--- config.mk ---
export PLATFORM = sky130hd
export DESIGN_NAME = axis_packet_fifo
export DESIGN_NICKNAME = d
export VERILOG_FILES = /design/src/rtl/axi_stream_pkg.sv /design/src/rtl/axis_fifo_ram.sv /design/src/rtl/axis_packet_fifo.sv
export SDC_FILE = /design/constraint.sdc
export NUM_CORES = 1
export LEC_CHECK = 0
export CORE_ASPECT_RATIO = 1.25
export CORE_UTILIZATION = 47
export DETAILED_ROUTE_END_ITERATION = 10
export PLACE_DENSITY_LB_ADDON = 0.12
export SLEW_MARGIN = 15
export SYNTH_ARGS = -nofsm -noshare
export SYNTH_HDL_FRONTEND = slang
export SYNTH_SLANG_ARGS = --single-unit
--- constraint.sdc ---
create_clock -name aclk -period 4.4 [get_ports aclk]
set_input_delay 0.88 -clock aclk [delete_from_list [all_inputs] [get_ports aclk]]
set_output_delay 0.88 -clock aclk [all_outputs]
set_load 0.02 [all_outputs]
--- src/rtl/axi_stream_pkg.sv ---
// axi_stream_pkg
// Shared helpers for the AXI4-Stream FIFO family:
//   clampW      - forces a sideband width of 0 up to 1 bit
//   clog2       - ceiling log2 for elaboration-time sizing
//   beatWidth   - total stored bits per beat (data, strb, keep, last, id, dest, user)
//   packBeat    - serialises beat fields into one vector, data in the LSBs
//   unpackField - extracts one field from a serialised beat
package axi_stream_pkg;

  // Upper bound on a serialised beat. The real beat width is sliced out by the caller.
  localparam int MAX_BEAT_W = 1024;
  typedef logic [MAX_BEAT_W-1:0] beatVec_t;

  function automatic int clampW(input int w);
    return (w < 1) ? 1 : w;
  endfunction

  function automatic int clog2(input int n);
    int r;
    r = 0;
    for (int v = 1; v < n; v = v * 2) r++;
    return r;
  endfunction

  function automatic int beatWidth(input int bytes, input int idW, input int destW,
                                   input int userW);
    return 8 * bytes + 2 * bytes + 1 + idW + destW + userW;
  endfunction

  // Fields must arrive zero-extended; layout LSB->MSB: data, strb, keep, last, id, dest, user.
  function automatic beatVec_t packBeat(input beatVec_t data, input beatVec_t strb,
                                        input beatVec_t keep, input beatVec_t last,
                                        input beatVec_t id, input beatVec_t dest,
                                        input beatVec_t user, input int dataW,
                                        input int bytes, input int idW, input int destW);
    return data
         | (strb << dataW)
         | (keep << (dataW + bytes))
         | (last << (dataW + 2 * bytes))
         | (id   << (dataW + 2 * bytes + 1))
         | (dest << (dataW + 2 * bytes + 1 + idW))
         | (user << (dataW + 2 * bytes + 1 + idW + destW));
  endfunction

  function automatic beatVec_t unpackField(input beatVec_t beat, input int lsb, input int w);
    return (beat >> lsb) & ((beatVec_t'(1) << w) - beatVec_t'(1));
  endfunction

endpackage

--- src/rtl/axis_fifo_ram.sv ---
// axis_fifo_ram
// Simple dual-port storage: one write port, one registered read port.
//   clk, rstN          - clock, async active-low reset (read register only)
//   wrEn/wrAddr/wrData - write port
//   rdEn/rdAddr        - read request; the read register only updates when rdEn=1
//   rdData_p1          - registered read data, doubles as the FIFO output payload register
module axis_fifo_ram
  import axi_stream_pkg::*;
#(
  parameter int DEPTH  = 16,
  parameter int BEAT_W = 8,
  localparam int AW    = clog2(DEPTH)
) (
  input  logic              clk,
  input  logic              rstN,
  input  logic              wrEn,
  input  logic [AW-1:0]     wrAddr,
  input  logic [BEAT_W-1:0] wrData,
  input  logic              rdEn,
  input  logic [AW-1:0]     rdAddr,
  output logic [BEAT_W-1:0] rdData_p1
);

  logic [BEAT_W-1:0] mem [DEPTH];

  always_ff @(posedge clk) begin
    if (wrEn) mem[wrAddr] <= wrData;
  end

  // Stage p1: read register, cleared so the outgoing payload reads zero after reset
  always_ff @(posedge clk or negedge rstN) begin
    if (!rstN)     rdData_p1 <= '0;
    else if (rdEn) rdData_p1 <= mem[rdAddr];
  end

endmodule

--- src/rtl/axis_packet_fifo.sv ---
// axis_packet_fifo
// AXI4-Stream FIFO buffering every channel field, first-word fall-through with a
// registered output stage, optional store-and-forward packet mode.
//   aclk, aresetn  - clock, async active-low reset
//   s_t*           - slave (write) side; s_tReady is registered
//   m_t*           - master (read) side; payload comes straight from the RAM read register
//   level          - beats held, including the one in the output register
module axis_packet_fifo
  import axi_stream_pkg::*;
#(
  parameter int WIDTH       = 16,
  parameter int UNITS       = 1,
  parameter int TID_W       = 4,
  parameter int TDEST_W     = 0,
  parameter int TUSER_W     = 0,
  parameter int DEPTH       = 16,
  parameter int PACKET_MODE = 0,
  localparam int BYTES      = (WIDTH / 8) * UNITS,
  localparam int TID_W_     = clampW(TID_W),
  localparam int TDEST_W_   = clampW(TDEST_W),
  localparam int TUSER_W_   = clampW(TUSER_W),
  localparam int LW         = clog2(DEPTH) + 1
) (
  input  logic                aclk,
  input  logic                aresetn,
  input  logic                s_tValid,
  output logic                s_tReady,
  input  logic [8*BYTES-1:0]  s_tData,
  input  logic [BYTES-1:0]    s_tStrb,
  input  logic [BYTES-1:0]    s_tKeep,
  input  logic                s_tLast,
  input  logic [TID_W_-1:0]   s_tId,
  input  logic [TDEST_W_-1:0] s_tDest,
  input  logic [TUSER_W_-1:0] s_tUser,
  output logic                m_tValid,
  input  logic                m_tReady,
  output logic [8*BYTES-1:0]  m_tData,
  output logic [BYTES-1:0]    m_tStrb,
  output logic [BYTES-1:0]    m_tKeep,
  output logic                m_tLast,
  output logic [TID_W_-1:0]   m_tId,
  output logic [TDEST_W_-1:0] m_tDest,
  output logic [TUSER_W_-1:0] m_tUser,
  output logic [LW-1:0]       level
);

  localparam int DATA_W   = 8 * BYTES;
  localparam int AW       = clog2(DEPTH);
  localparam int BEAT_W   = beatWidth(BYTES, TID_W_, TDEST_W_, TUSER_W_);
  localparam int OFF_STRB = DATA_W;
  localparam int OFF_KEEP = DATA_W + BYTES;
  localparam int OFF_LAST = DATA_W + 2 * BYTES;
  localparam int OFF_ID   = OFF_LAST + 1;
  localparam int OFF_DEST = OFF_ID + TID_W_;
  localparam int OFF_USER = OFF_DEST + TDEST_W_;
  localparam logic [LW-1:0] FULL_LVL = LW'(DEPTH);

  logic [AW-1:0]     wrPtr, rdPtr;
  logic [LW-1:0]     pktCnt, memCount, levelNext;
  logic              sReady, mVld_p1, drain;
  logic              wrFire, xferFire, rdFire, lastHeld, escape, pktGate;
  logic [BEAT_W-1:0] wrBeat, rdBeat_p1;
  beatVec_t          inVec, outVec, fData, fStrb, fKeep, fLast, fId, fDest, fUser;
  logic              unusedHi;

  assign s_tReady = sReady;
  assign m_tValid = mVld_p1;

  // Stage p0: serialise the incoming beat for storage
  always_comb begin
    inVec  = packBeat(beatVec_t'(s_tData), beatVec_t'(s_tStrb), beatVec_t'(s_tKeep),
                      beatVec_t'(s_tLast), beatVec_t'(s_tId), beatVec_t'(s_tDest),
                      beatVec_t'(s_tUser), DATA_W, BYTES, TID_W_, TDEST_W_);
    wrBeat = inVec[BEAT_W-1:0];
  end

  always_comb begin
    wrFire    = s_tValid & sReady;
    xferFire  = mVld_p1 & m_tReady;
    memCount  = level - LW'(mVld_p1);
    // A tLast beat sitting in the output register is still counted in pktCnt but
    // says nothing about the beats queued behind it.
    lastHeld  = mVld_p1 & m_tLast;
    // Buffer full of one unfinished packet: nothing would ever free space, so cut through.
    escape    = (PACKET_MODE != 0) && (level == FULL_LVL) && (pktCnt == '0);
    if (PACKET_MODE == 0) pktGate = 1'b1;
    else pktGate = (pktCnt > LW'(lastHeld)) || (drain && !lastHeld) || escape;
    rdFire    = (memCount != '0) && (!mVld_p1 || m_tReady) && pktGate;
    levelNext = level + LW'(wrFire) - LW'(xferFire);
  end

  always_ff @(posedge aclk or negedge aresetn) begin
    if (!aresetn) begin
      wrPtr   <= '0;
      rdPtr   <= '0;
      level   <= '0;
      pktCnt  <= '0;
      sReady  <= 1'b0;
      mVld_p1 <= 1'b0;
      drain   <= 1'b0;
    end else begin
      if (wrFire) wrPtr <= wrPtr + AW'(1);
      if (rdFire) rdPtr <= rdPtr + AW'(1);
      level  <= levelNext;
      sReady <= (levelNext < FULL_LVL);
      pktCnt <= pktCnt + LW'(wrFire & s_tLast) - LW'(xferFire & m_tLast);
      if (rdFire)        mVld_p1 <= 1'b1;
      else if (xferFire) mVld_p1 <= 1'b0;
      if (escape)                   drain <= 1'b1;
      else if (xferFire && m_tLast) drain <= 1'b0;
    end
  end

  axis_fifo_ram #(
    .DEPTH (DEPTH),
    .BEAT_W(BEAT_W)
  ) uRam (
    .clk      (aclk),
    .rstN     (aresetn),
    .wrEn     (wrFire),
    .wrAddr   (wrPtr),
    .wrData   (wrBeat),
    .rdEn     (rdFire),
    .rdAddr   (rdPtr),
    .rdData_p1(rdBeat_p1)
  );

  // Stage p1: output register fields, held while the consumer stalls
  always_comb begin
    outVec  = beatVec_t'(rdBeat_p1);
    fData   = unpackField(outVec, 0, DATA_W);
    fStrb   = unpackField(outVec, OFF_STRB, BYTES);
    fKeep   = unpackField(outVec, OFF_KEEP, BYTES);
    fLast   = unpackField(outVec, OFF_LAST, 1);
    fId     = unpackField(outVec, OFF_ID, TID_W_);
    fDest   = unpackField(outVec, OFF_DEST, TDEST_W_);
    fUser   = unpackField(outVec, OFF_USER, TUSER_W_);
    m_tData = fData[DATA_W-1:0];
    m_tStrb = fStrb[BYTES-1:0];
    m_tKeep = fKeep[BYTES-1:0];
    m_tLast = fLast[0];
    m_tId   = fId[TID_W_-1:0];
    m_tDest = fDest[TDEST_W_-1:0];
    m_tUser = fUser[TUSER_W_-1:0];
  end

  // High bits of the wide helper vectors are always zero.
  assign unusedHi = ^{inVec[MAX_BEAT_W-1:BEAT_W], fData[MAX_BEAT_W-1:DATA_W],
                      fStrb[MAX_BEAT_W-1:BYTES], fKeep[MAX_BEAT_W-1:BYTES],
                      fLast[MAX_BEAT_W-1:1], fId[MAX_BEAT_W-1:TID_W_],
                      fDest[MAX_BEAT_W-1:TDEST_W_], fUser[MAX_BEAT_W-1:TUSER_W_]};

endmodule

Word-level counts from Yosys, hierarchy flattened
Memories as Yosys holds them, arrays and structs flattened. A register that Yosys moved wholly into a read port is not among the register bits.
Index checks and enable logic that the tools add are counted.
Widths: inputs -> output; s select.
{"block": "word_totals", "n_memories": 1, "inputBits": 31, "elab_cells": 30, "out_inout_bits": 34, "ram_bits": 432, "reg_bits": 15}
{"block": "op_classes", "n_lt_le_gt_ge": 1, "muxes": 4, "bitwise_logic": 8, "n_addsub": 5, "n_reduce_logical": 6}
{"name": "uRam.mem", "words": 16, "width": 27, "rd": 1, "rd_ports_with_merged_regs": 1, "write_ports": 1, "line": "axis_fifo_ram.sv:24", "source": "logic [BEAT_W-1:0] mem [DEPTH];"}
{"operator": "$or 26x27->27", "n": 1}
{"operator": "$or 25x26->26", "n": 1}
{"operator": "$or 21x25->25", "n": 1}
{"operator": "$or 20x21->21", "n": 1}
{"operator": "$or 18x20->20", "n": 1}
{"operator": "$or 16x18->18", "n": 1}
{"operator": "$sub 5x1->5", "n": 2}
{"operator": "$add 4x1->4 const B", "n": 2}
{"operator": "$add 5x1->5", "n": 1}
{"operator": "$lt 5x5->1 const B", "n": 1}
{"operator": "$reduce_bool 5->1", "n": 1}
{"operator": "$mux 1", "n": 4}
{"operator": "$and 1x1->1", "n": 2}
{"operator": "$logic_not 1->1", "n": 2}
{"operator": "$reduce_bool 2->1", "n": 1}
{"operator": "$logic_and 1x1->1", "n": 1}
{"operator": "$logic_or 1x1->1", "n": 1}

Logic depth before layout (Yosys ltp)
{"block": "depth", "word_depth": 6, "depth_mapped": 13, "ltp_nobuf": 12}

Modules after synthesis
From an unflattened synthesis, not the netlist that was laid out.
{"block": "hier_totals", "hier_cells": 814, "hier_area_um2": 18385.1}
{"module": "axis_fifo_ram", "cells_each": 743, "area_each_um2": 17544.3, "seq_area_each_um2": 13648.1, "n_inst": 1}
{"module": "axis_packet_fifo", "cells_each": 71, "area_each_um2": 840.8, "seq_area_each_um2": 375.4, "n_inst": 1}

Least setup slack after synthesis
No wires, ideal clock.
{"block": "synth_path", "path_type": "input to register", "startpoint": "input port s_tValid", "endpoint": "memory uRam.mem[3][0] (netlist bit), enable pin", "path_stages": 4, "n_path_buf": 1, "path_slack_ns": 0.656, "setup_ns": 0.445, "arrival_time_ns": 3.299, "required_ns": 3.955, "cell_sequence": "and2_1 > clkbuf_1 > nand2_1 > nor3_1"}
{"block": "synth_via", "elab_chain_len": 3}
{"element": "start: declaration", "line": "axis_packet_fifo.sv:26", "source": "input logic s_tValid,"}
{"element": "$and 1x1->1", "line": "axis_packet_fifo.sv:78", "source": "wrFire = s_tValid & sReady;"}
{"element": "$mux 1", "line": "axis_fifo_ram.sv:27", "source": "if (wrEn) mem[wrAddr] <= wrData;"}
{"element": "$mux 1 (not written as such)", "line": "axis_fifo_ram.sv:27"}
{"element": "end: declaration", "line": "axis_fifo_ram.sv:24"}
Every way passes these cells.

Worst setup path in the final report
{"block": "layout_path", "startpoint": "input port s_tValid", "endpoint": "register sReady, in the netlist s_tReady"}
{"block": "layout_via", "elab_chain_len": 4}
{"element": "$and 1x1->1", "line": "axis_packet_fifo.sv:78"}
{"element": "$add 5x1->5", "line": "axis_packet_fifo.sv:89", "source": "levelNext = level + LW'(wrFire) - LW'(xferFire);"}
{"element": "$sub 5x1->5", "line": "axis_packet_fifo.sv:89"}
{"element": "$lt 5x5->1", "line": "axis_packet_fifo.sv:105", "source": "sReady <= (levelNext < FULL_LVL);"}
{"element": "end signal: assignment", "line": "axis_packet_fifo.sv:105"}
{"element": "end: declaration", "line": "axis_packet_fifo.sv:60", "source": "logic sReady, mVld_p1, drain;"}
Every way passes these cells.
A chain may end at the register's enable or synchronous reset.

==> metrics.md <==
| Metric | Value |
|---|---|
| Outcome | `finished, final reports clean` |
| Post-CTS setup buffers | `0` |
| CTS tree | `built` |
| Largest family of logic cells by synthesized area | `multiplexers` |
| Setup_tns | `0 ns` |
| ANT nets after route | `0` |
| I/O pin count | `65` |
| Slew Limit Fails | `0` |
| Synthesized area per cell | `22.0 um^2` |
| Filler Cells Inserted | `2,819` |
| DP Wirelength | `21,800 um` |
| Crit path max fanout | `9` |
| Post-layout util | `55.8%` |
| Distinct cells, synth | `29` |
| Synth Area in Simple Gates | `1.80%` |
| Remaining DRCs | `0` |
| Row count | `79` |
| Port buffer count | `64` |
| Post-synthesis register bit count | `474` |
| DR pass1 iterations | `4` |
| Post-synth EDFFs | `432` |
| Final Hold Fails | `0` |
| Post-route insts no fill | `1,437` |
| Total GRT Usage | `19.7%` |
| Clk_lat worst skew | `0.56 ns` |
| Final nets | `960` |
| Fin crit share | `64.1%` |
| PwrDens | `635 mW/mm^2` |
| Leakage | `6.79 nW` |
| Worst-margin pin slew | `1.01 ns` |
| Dpl cells | `1,353` |
| RSZ-0062 raised after global routing | `no` |
| Die Height | `221 um` |
| Worst EP arrival | `3.25 ns` |
| Max Cap Viol | `0` |
| Fmax | `354 MHz` |
| Vias per cell | `5.73` |
| Worst path most repeated cell | `nor2_1` |
| Pwr Total | `13.3 mW` |
| Max clock buf depth | `3` |
| Peak VDD IR | `0.441 mV` |
| FFs w/ async S/R, synth | `8.86%` |
| Post-Syn Nets | `866` |
| Seq pwr share | `43.0%` |
| Final setup fails | `0` |
| Req. time, crit path | `4.82 ns` |
| Wire per inst | `25.6 um` |
| Kind of critical path | `primary input to register` |
| Main synth FF type | `edfxtp_1` |
| Slew HR | `32.2%` |
| Post-Syn Instances | `821` |
| Gr ovfl total | `0` |
| Htree depth | `2` |
| Die width | `177 um` |
| Clock root buffer master | `clkbuf_16` |
| Layout area overhead | `16.0%` |
| Mux contribution to synthesized area | `15.2%` |
| Sequential fraction of the synthesis area | `77.7%` |
| Clock Sinks | `474` |
| Die area | `0.0392 mm^2` |
| Synth top area share | `71.9%` |
| Top-count cell post-synth | `edfxtp_1` |
| CTS clk-pin slew, worst paths | `0.06 ns` |
| Cell-internal power | `9.42 mW` |
| Clock power share | `28.6%` |
| Vias in the first global route | `9,086` |
| Initial Util | `48.0%` |
| YS warnings | `0` |
| N_diodes | `0` |
| Switch Pwr | `3.88 mW` |
| Crit start category | `primary input` |
| Compound-Gate Fraction of Synth Area | `2.38%` |
| Sw Share | `29.2%` |
| Drt total wl | `36,800 um` |
| Core area | `0.0376 mm^2` |
| Vias after detailed routing | `8,227` |
| Power share of the combinational group | `28.4%` |
| CTS Buf Count | `46` |
| Post-synth top area cell | `edfxtp_1` |
| Layout Skew | `0.0186 ns` |
| Largest net degree at the start of global routing | `59` |
| Final min period | `2.82 ns` |
| Synth Area in XOR/XNOR | `0.582%` |
| Share of cells above drive strength 1 | `25.7%` |
| Commonest cells in the netlist | `edfxtp_1, mux4_2, a22oi_1` |
| Worst setup EP type | `register` |
| Adder-Cell Fraction of Synth Area | `1.01%` |
| DRT iter0 DRCs | `549` |
| Routability Congestion | `0.744` |
| Post-synthesis cell area | `0.0180 mm^2` |
| Top post-synthesis cells by area | `edfxtp_1, mux4_2, dfrtp_1` |
| CP max stage delay | `0.44 ns` |
| CP Cell Sequence | `clkdlybuf4s50_1 > and2_1 > inv_1 > ha_1 > inv_1 > ha_1 > inv_1 > fa_1 > nor2_1 > nor2_1 > nor2_1 > nor2_1 > xor2_1` |
| HP Class | `primary input to async pin` |
| First-pass GRT wire length | `56,300 um` |
| Crit-path slowest cell | `clkdlybuf4s50_1` |
| CTS resizes | `0` |
| Initial antenna violation count | `0` |
| CTS Hold Bufs | `0` |
[through the flow]
step	cell area [um^2]	setup WS [ns]	hold WS, ns
floorplan	18000	0.656	0.493
finish	20900	1.58	0.328
detailed placement	19500	1.04	0.495
global route	20900	1.38	0.355
global placement	19500	0.998	0.488
CTS	20900	1.59	0.329
[state kept, by name (all words and copies together), names as in the netlist]
name and flops:
rdPtr 4, s_tReady 1, uRam.rdData_p1 27, uRam.mem 432, m_tValid 1, wrPtr 4
level 5
[kinds of logic (layout without fill, tap and decap cells)]
kind of cell,count (synthesis),in the layout
XOR/XNOR,12,12
buffers and inverters,52,182
flip-flops,474,474
adder cells (fa/ha/maj),14,14
AND/OR/NAND/NOR,75,75
AO/OA/AOI/OAI,58,58
multiplexers,136,136
[path summary, 6_finish.rpt]
check                                   from            endpoint  slack [ns]  cells past startpoint
max                                 s_tValid            s_tReady        1.58                     13
min in group aclk          uRam.rdData_p1[3]   uRam.rdData_p1[3]        0.50                      1
min reg2reg                uRam.rdData_p1[3]   uRam.rdData_p1[3]        0.50                      1
max in group asynchronous            aresetn            rdPtr[0]        3.22                      2
max reg2reg                         m_tValid  uRam.rdData_p1[22]        1.72                      6
min                                  aresetn            level[3]        0.33                      1
[worst max-delay path, delay by kind of cell]
family / cells / cell delay [ns]
fa+ha+maj: 3 / 0.88
xor+xnor: 1 / 0.15
simple gates: 5 / 0.67
buf+inv: 4 / 0.66
[final cells by class]
class | instances | area, um^2 | area share [%]
Timing Repair Buffer | 87 | 896 | 4.28
Multi-Input combinational cell | 295 | 3910 | 18.7
Clock inverter | 25 | 236 | 1.13
Tap cell | 486 | 608 | 2.90
Clock buffer | 59 | 1220 | 5.83
Sequential cell | 474 | 14000 | 67.0
Inverter | 11 | 41.3 | 0.197
[routing by layer]
layer | up-vias | wire (um) | track usage, %
li1 | 3583 | - | -
met1 | 4431 | 15200 | 26.2
met2 | 168 | 19400 | 34.1
met3 | 45 | 1510 | 2.66
met4 | 0 | 607 | 4.91
met5 | - | 0 | 0
[layout by cell type (no fill, tap or decap), types with 2 or more instances in the layout]
cell             instances
edfxtp_1               432
mux4_2                 108
clkdlybuf4s50_1         63
a22oi_1                 54
clkbuf_16               46
dfrtp_1                 40
nand2_1                 34
mux2_2                  28
buf_4                   16
ha_1                    13
nor2_4                  12
clkinv_1                12
inv_1                   11
clkbuf_1                11
xnor2_1                  8
nor2_1                   7
buf_12                   7
xor2_1                   4
nand2b_1                 4
nor3_2                   4
bufinv_16                4
clkinv_2                 4
and2_1                   3
nand3_1                  3
inv_6                    3
a21oi_1                  2
nor2b_2                  2
clkbuf_8                 2
dfrtp_4                  2
[power groups by stage]
stage	logic, mW	clock network, mW	registers, mW
6_report	3.77	3.80	5.73
5_1_grt	4.08	4.08	5.78
4_1_cts	3.86	3.90	5.74
3_5_place_dp	3.85	0	5.83
3_3_place_gp	3.79	0	5.80
2_1_floorplan	2.51	0	5.80
Power figures use the tool's default switching activity.
